--- src/rtl/char_uart_tx_if.sv ---
// -----------------------------------------------------------------------------
// char_uart_tx_if
// Character stream from the varicode decoder into the UART logger.
//   char_in    : 8-bit ASCII character, valid only while char_valid is high
//   char_valid : single-cycle strobe qualifying char_in
// Modports:
//   master : the decoder side, drives the stream
//   slave  : the UART transmitter side, consumes the stream
// -----------------------------------------------------------------------------
interface char_uart_tx_if;
  logic [7:0] char_in;
  logic       char_valid;

  modport master (output char_in, output char_valid);
  modport slave  (input  char_in, input  char_valid);
endinterface

--- src/rtl/char_uart_tx.sv ---
// -----------------------------------------------------------------------------
// char_uart_tx
// Buffers the decoded ASCII stream in a small FIFO and serialises it onto an
// 8N1 UART line (8E1 when CHAR_UART_PARITY_EN is defined) for host logging.
// A sticky overflow flag reports characters dropped because the FIFO was full.
//
// Build option:
//   CHAR_UART_PARITY_EN : adds an even-parity bit after the data bits.
//
// Ports:
//   clk        : system clock
//   rst        : synchronous, active-low reset
//   en         : allows new frames to start (a running frame always finishes)
//   char_if    : character stream (char_in / char_valid), slave side
//   ovf_clr    : clears the sticky overflow flag
//   uart_tx    : serial line, idles high
//   tx_busy    : high from start bit through stop bit
//   fifo_count : number of characters held in the FIFO
//   overflow   : sticky, set when a character is dropped
// -----------------------------------------------------------------------------
module char_uart_tx #(
  parameter int SYS_CLK_FREQ = 6400000,
  parameter int BAUD_RATE    = 115200,
  parameter int DEPTH        = 16,
  parameter int AW           = 4
) (
  input  logic           clk,
  input  logic           rst,
  input  logic           en,
  char_uart_tx_if.slave  char_if,
  input  logic           ovf_clr,
  output logic           uart_tx,
  output logic           tx_busy,
  output logic [AW:0]    fifo_count,
  output logic           overflow
);

  localparam int CLKS_PER_BIT = SYS_CLK_FREQ / BAUD_RATE;
  localparam int CW           = (CLKS_PER_BIT > 1) ? $clog2(CLKS_PER_BIT) : 1;

  localparam logic [CW-1:0] BAUD_LAST = CW'(CLKS_PER_BIT - 1);
  localparam logic [CW-1:0] BAUD_ONE  = CW'(1);
  localparam logic [AW:0]   DEPTH_V   = (AW + 1)'(DEPTH);
  localparam logic [AW:0]   CNT_ONE   = (AW + 1)'(1);
  localparam logic [AW-1:0] PTR_ONE   = AW'(1);

  typedef enum logic [2:0] {
    IDLE   = 3'd0,
    START  = 3'd1,
    DATA   = 3'd2,
`ifdef CHAR_UART_PARITY_EN
    PARITY = 3'd4,
`endif
    STOP   = 3'd3
  } state_t;

`ifdef CHAR_UART_PARITY_EN
  // Even parity: the bit that makes the total number of ones even.
  function automatic logic even_parity(input logic [7:0] d);
    return ^d;
  endfunction
`endif

  // FIFO storage and bookkeeping
  logic [7:0]    mem_r [DEPTH];
  logic [AW-1:0] wr_ptr_r;
  logic [AW-1:0] rd_ptr_r;
  logic [AW:0]   count_r;
  logic          ovf_r;

  // Transmitter state
  state_t        state_r;
  state_t        state_nxt_s;
  logic [CW-1:0] baud_cnt_r;
  logic [CW-1:0] baud_nxt_s;
  logic [2:0]    bit_idx_r;
  logic [2:0]    bit_idx_nxt_s;
  logic [7:0]    shift_r;
  logic [7:0]    shift_nxt_s;
  logic          tx_r;
  logic          tx_nxt_s;
  logic          busy_r;
  logic          busy_nxt_s;

  logic          pop_s;
  logic          push_s;
  logic          drop_s;
  logic          bit_end_s;
  logic [7:0]    rd_data_s;

  // A pop frees a slot in the same cycle, so a full FIFO still accepts a push then.
  assign pop_s     = (state_r == IDLE) && en && (count_r != {(AW + 1){1'b0}});
  assign push_s    = char_if.char_valid && ((count_r != DEPTH_V) || pop_s);
  assign drop_s    = char_if.char_valid && !push_s;
  assign bit_end_s = (baud_cnt_r == BAUD_LAST);
  assign rd_data_s = mem_r[rd_ptr_r];

  // FIFO data array write port; contents need no reset because pointers do.
  always_ff @(posedge clk) begin
    if (push_s) begin
      mem_r[wr_ptr_r] <= char_if.char_in;
    end
  end

  // FIFO pointers and occupancy count.
  always_ff @(posedge clk) begin
    if (!rst) begin
      wr_ptr_r <= {AW{1'b0}};
      rd_ptr_r <= {AW{1'b0}};
      count_r  <= {(AW + 1){1'b0}};
    end else begin
      if (push_s) begin
        wr_ptr_r <= wr_ptr_r + PTR_ONE;
      end
      if (pop_s) begin
        rd_ptr_r <= rd_ptr_r + PTR_ONE;
      end
      case ({push_s, pop_s})
        2'b10:   count_r <= count_r + CNT_ONE;
        2'b01:   count_r <= count_r - CNT_ONE;
        default: count_r <= count_r;
      endcase
    end
  end

  // Sticky overflow flag; a drop wins over a simultaneous clear.
  always_ff @(posedge clk) begin
    if (!rst) begin
      ovf_r <= 1'b0;
    end else if (drop_s) begin
      ovf_r <= 1'b1;
    end else if (ovf_clr) begin
      ovf_r <= 1'b0;
    end else begin
      ovf_r <= ovf_r;
    end
  end

  // Transmitter state register plus registered line and busy outputs.
  always_ff @(posedge clk) begin
    if (!rst) begin
      state_r    <= IDLE;
      baud_cnt_r <= {CW{1'b0}};
      bit_idx_r  <= 3'd0;
      shift_r    <= 8'h00;
      tx_r       <= 1'b1;
      busy_r     <= 1'b0;
    end else begin
      state_r    <= state_nxt_s;
      baud_cnt_r <= baud_nxt_s;
      bit_idx_r  <= bit_idx_nxt_s;
      shift_r    <= shift_nxt_s;
      tx_r       <= tx_nxt_s;
      busy_r     <= busy_nxt_s;
    end
  end

  // Next-state logic: each bit lasts CLKS_PER_BIT cycles counted by baud_cnt_r.
  always_comb begin
    state_nxt_s   = state_r;
    baud_nxt_s    = baud_cnt_r;
    bit_idx_nxt_s = bit_idx_r;
    shift_nxt_s   = shift_r;
    case (state_r)
      IDLE: begin
        baud_nxt_s    = {CW{1'b0}};
        bit_idx_nxt_s = 3'd0;
        if (pop_s) begin
          state_nxt_s = START;
          shift_nxt_s = rd_data_s;
        end else begin
          state_nxt_s = IDLE;
        end
      end
      START: begin
        if (bit_end_s) begin
          state_nxt_s = DATA;
          baud_nxt_s  = {CW{1'b0}};
        end else begin
          baud_nxt_s  = baud_cnt_r + BAUD_ONE;
        end
      end
      DATA: begin
        if (bit_end_s) begin
          baud_nxt_s = {CW{1'b0}};
          if (bit_idx_r == 3'd7) begin
            bit_idx_nxt_s = 3'd0;
`ifdef CHAR_UART_PARITY_EN
            state_nxt_s   = PARITY;
`else
            state_nxt_s   = STOP;
`endif
          end else begin
            bit_idx_nxt_s = bit_idx_r + 3'd1;
          end
        end else begin
          baud_nxt_s = baud_cnt_r + BAUD_ONE;
        end
      end
`ifdef CHAR_UART_PARITY_EN
      PARITY: begin
        if (bit_end_s) begin
          state_nxt_s = STOP;
          baud_nxt_s  = {CW{1'b0}};
        end else begin
          baud_nxt_s  = baud_cnt_r + BAUD_ONE;
        end
      end
`endif
      STOP: begin
        if (bit_end_s) begin
          state_nxt_s = IDLE;
          baud_nxt_s  = {CW{1'b0}};
        end else begin
          baud_nxt_s  = baud_cnt_r + BAUD_ONE;
        end
      end
      default: begin
        state_nxt_s   = IDLE;
        baud_nxt_s    = {CW{1'b0}};
        bit_idx_nxt_s = 3'd0;
      end
    endcase
  end

  // Line level is decoded from the next state so uart_tx can be a flop
  // that changes in step with state_r.
  always_comb begin
    tx_nxt_s   = 1'b1;
    busy_nxt_s = 1'b0;
    case (state_nxt_s)
      IDLE: begin
        tx_nxt_s   = 1'b1;
        busy_nxt_s = 1'b0;
      end
      START: begin
        tx_nxt_s   = 1'b0;
        busy_nxt_s = 1'b1;
      end
      DATA: begin
        tx_nxt_s   = shift_nxt_s[bit_idx_nxt_s];
        busy_nxt_s = 1'b1;
      end
`ifdef CHAR_UART_PARITY_EN
      PARITY: begin
        tx_nxt_s   = even_parity(shift_nxt_s);
        busy_nxt_s = 1'b1;
      end
`endif
      STOP: begin
        tx_nxt_s   = 1'b1;
        busy_nxt_s = 1'b1;
      end
      default: begin
        tx_nxt_s   = 1'b1;
        busy_nxt_s = 1'b0;
      end
    endcase
  end

  assign uart_tx    = tx_r;
  assign tx_busy    = busy_r;
  assign fifo_count = count_r;
  assign overflow   = ovf_r;

endmodule
--- src/flat_wrapper.sv ---
// flat-port wrapper written by rule: the top's interface ports become plain ports
module char_uart_tx_flat 
#(
  parameter int SYS_CLK_FREQ = 6400000,
  parameter int BAUD_RATE    = 115200,
  parameter int DEPTH        = 16,
  parameter int AW           = 4
)
  (clk, rst, en, ovf_clr, uart_tx, tx_busy, fifo_count, overflow, char_if_char_in, char_if_char_valid);
  char_uart_tx_if char_if_i ();
  input  logic clk;
  input  logic rst;
  input  logic en;
  input  logic ovf_clr;
  output logic uart_tx;
  output logic tx_busy;
  output logic [AW:0] fifo_count;
  output logic overflow;
  input wire logic [$bits(char_if_i.char_in)-1:0] char_if_char_in;
  input wire logic [$bits(char_if_i.char_valid)-1:0] char_if_char_valid;
  assign char_if_i.char_in = char_if_char_in;
  assign char_if_i.char_valid = char_if_char_valid;
  char_uart_tx #(.SYS_CLK_FREQ(SYS_CLK_FREQ), .BAUD_RATE(BAUD_RATE), .DEPTH(DEPTH), .AW(AW)) u_core (.clk(clk), .rst(rst), .en(en), .char_if(char_if_i), .ovf_clr(ovf_clr), .uart_tx(uart_tx), .tx_busy(tx_busy), .fifo_count(fifo_count), .overflow(overflow));
endmodule
--- config.mk ---
export PLATFORM = sky130hd
export DESIGN_NAME = char_uart_tx_flat
export DESIGN_NICKNAME = d
export VERILOG_FILES = /design/src/rtl/char_uart_tx_if.sv /design/src/rtl/char_uart_tx.sv /design/src/flat_wrapper.sv
export SDC_FILE = /design/constraint.sdc
export NUM_CORES = 1
export LEC_CHECK = 0
export BUFFER_PORTS_ARGS = -buffer_cell sky130_fd_sc_hd__buf_2
export CORE_ASPECT_RATIO = 1.4
export CORE_UTILIZATION = 61
export DETAILED_ROUTE_END_ITERATION = 10
export PLACE_DENSITY = 0.78
export SYNTH_ARGS = -nofsm -noshare
export SYNTH_HDL_FRONTEND = slang
export SYNTH_SLANG_ARGS = --single-unit
export TNS_END_PERCENT = 50
--- constraint.sdc ---
create_clock -name clk -period 4 [get_ports clk]
set_input_delay 0.8 -clock clk [delete_from_list [all_inputs] [get_ports clk]]
set_output_delay 0.8 -clock clk [all_outputs]
set_load 0.03 [all_outputs]
==> flow_summary.json <==
{
  "synth_cell_type_count": 52,
  "synth_top_area_cell": "edfxtp_1",
  "skew_ns": 0.00835,
  "final_nets": 495,
  "dp_hpwl_um": 8620,
  "status": "finished, final reports clean",
  "clock_latency_ns": 0.42,
  "drt_pass1_iterations": 4,
  "drt-initial-drc-count": 220,
  "p_leak_nw": 2.56,
  "die_area_mm2": 0.0118,
  "hold_end": "u_core.shift_r[2]",
  "routed_wl_um": 13100,
  "worstReg2RegStart": "u_core.state_r[0]",
  "synthTopCellsByArea": "edfxtp_1, dfxtp_1, mux4_2",
  "r2r-end": "u_core.fifo_count[4]",
  "layout_commonest_cell": "edfxtp_1",
  "cp_num_buf_inv": 1,
  "gp_congestion": 0.831,
  "portBuffers": 20,
  "cts.hold.buffers_added": 0,
  "period_share": 0.758,
  "path_class": "flip-flop to flip-flop",
  "antenna_found_initial": 0,
  "cts_tree": "built",
  "grt_pass1_wl_um": 20500,
  "crit_family": "simple AND/OR/NAND/NOR gates",
  "post_cts_resized": 0,
  "layout_common_cells": "edfxtp_1, nor2_1, dfxtp_1, mux4_2",
  "synthFlopType": "edfxtp_1",
  "m1WireLength_um": 5160,
  "rsz0062_at_grt": "false",
  "drive_gt1_frac": 0.197,
  "max_freq_ghz": 0.330,
  "cp_cell_sequence": "or4b_1 -> a21oi_2 -> nand2_1 -> inv_1 -> ha_1 -> nor2b_1 -> o21ai_0 -> nand2b_1 -> or4_1 -> a21o_1 -> a31oi_1",
  "post-place-ws_ns": 0.631,
  "clk_pin_slew_ns": 0.06,
  "grt_max_degree": 27,
  "hold_path_depth": 2,
  "crit_path_end_kind": "flip-flop",
  "drv_cap": 0,
  "met3_length_um": 523,
  "synth_nets": 467,
  "final.min_clock_period_ns": 3.03,
  "top_layer": "met4",
  "placedCellCount": 591,
  "initial_core_util": 0.634,
  "max_stage_delay_ns": 0.73,
  "clock_path_buffers": 2,
  "synth_edf_count": 128,
  "synth_top_area_share": 0.555,
  "clock-root-buffer": "clkbuf_16",
  "vias_per_cell": 6.11,
  "core_mm2": 0.0109,
  "first_global_vias": 3833,
  "slew_headroom": 0.398,
  "finalSetupTns_ns": 0,
  "cp_max_fo": 11,
  "fin_ws_ns": 0.967,
  "cp.required_ns": 4.34,
  "rows": 45,
  "ios": 21,
  "drc": 0,
  "cts_sinks": 168,
  "postCtsSetupBuffers": 0,
  "hold_path_class": "flip-flop to flip-flop",
  "yosys_warnings": 0,
  "hp-start": "u_core.shift_r[2]",
  "fp.dieH_um": 128,
  "grt_usage": 0.243,
  "netlist_instances": 441,
  "async_flop_share": 0,
  "hold_violations": 0,
  "route.met2.wl_um": 7110,
  "powerDensity_mw_per_mm2": 489,
  "fin_util": 0.708,
  "syn_to_final_growth_pct": 11.6,
  "ys_ff_latch": 168,
  "worst_pin_slew_ns": 0.903,
  "grt.overflow.total": 0,
  "setup_viol": 0,
  "seqCellArea_mm2": 0.00465,
  "syn-cell-area_mm2": 0.00693,
  "rrSetupSlack_ns": 0.97,
  "synth_area_per_cell_um2": 15.7,
  "multiInputGateArea_mm2": 0.00213,
  "die_w_um": 92.1,
  "vias": 3806,
  "routedWlPerCell_um": 21.1,
  "reg2reg_depth": 11,
  "slowest_stage": "or4b_1",
  "instances_no_fill": 623,
  "htreeDepth": 4,
  "drv_slew": 0,
  "arrival_ns": 3.38,
  "synth_seq_area_share": 0.670,
  "fillers": 710,
  "start_kind": "flip-flop",
  "cts-buffers-inserted": 17,
  "diodes": 0,
  "ant_nets": 0,
  "power_mw": 3.78,
  "vdd.ir_drop.worst_mv": 0.402
}
[Yosys cell counts (3+ instances only)]
cell type and number:
nand2b_1 5, xor2_1 7, inv_1 13, a211oi_1 14, edfxtp_1 128, clkbuf_1 9
mux4_2 26, nand4_1 3, o211ai_1 3, nand3_1 7, o21ai_0 8, nor3_1 5
xnor2_1 7, buf_2 9, nand2_1 20, a21oi_1 14, ha_1 12, nor2b_1 6
a31oi_1 3, dfxtp_1 40, mux2_2 3, mux4_1 7, a21o_1 3, mux2i_1 10
nor2_1 46
[through the flow]
step | hold WS [ns] | area [um^2]
after global routing | 0.485 | 7730
after detailed placement | 0.451 | 7180
after floorplan | 0.430 | 6930
after global placement | 0.441 | 7180
final | 0.457 | 7730
after CTS | 0.459 | 7730
[kinds of logic (layout without fill, tap and decap cells)]
group,count (synthesis),after routing,synth area share
mux,46,46,0.130
flops,168,168,0.670
other cells,1,1,0.000541
xor+xnor,14,14,0.0177
compound gates,59,59,0.0607
buf+inv,34,75,0.0222
fa+ha+maj,13,13,0.0246
simple gates,106,106,0.0735
[sequential cells by signal (all words and copies together) (netlist names), named ones only]
signal	cells
u_core.state_r	3
u_core.rd_ptr_r	4
u_core.mem_r	128
u_core.shift_r	8
u_core.tx_busy	1
u_core.wr_ptr_r	4
u_core.uart_tx	1
u_core.overflow	1
u_core.fifo_count	5
u_core.bit_idx_r	3
u_core.baud_cnt_r	6
[where the power goes]
part	leakage, nW	internal [mW]	total (mW)	switching (mW)
combinational	0.808	0.130	0.285	0.155
sequential	1.48	1.92	1.97	0.0498
clock	0.271	0.889	1.53	0.640
[layout make-up]
type / count / share of cell area
inverter: 13 / 0.00631
multi-input combinational: 239 / 0.275
clock inverter: 11 / 0.0128
sequential: 168 / 0.601
tap: 141 / 0.0228
clock buffer: 21 / 0.0595
timing repair buffer: 30 / 0.0226
[tightest hold or removal path, delay by kind of cell (launching register included)]
family             cells  cell delay [ns]
DFF                    1             0.31
and+or+nand+nor        1             0.05
AOI/OAI and AO/OA      1             0.05
[how the worst max path moves through the flow]
stage / slack (ns) / startpoint / end / depth (start not counted)
finish: 0.97 / u_core.state_r[0] / u_core.fifo_count[4] / 11
CTS: 0.96 / u_core.state_r[1] / u_core.fifo_count[4] / 11
detailed placement: 0.63 / en / u_core.fifo_count[4] / 12
global route: 0.78 / u_core.state_r[0] / u_core.fifo_count[4] / 11
global placement: 0.72 / en / u_core.fifo_count[4] / 12
floorplan: 0.91 / en / u_core.fifo_count[4] / 12
[layer usage]
metal | GRT usage | vias to the layer above
met1 | 0.282 | 1914
met3 | 0.0575 | 25
li1 | - | 1760
met2 | 0.432 | 107
met5 | 0 | -
met4 | 0.0956 | 0
No activity file was read; power rests on OpenSTA's default activity.
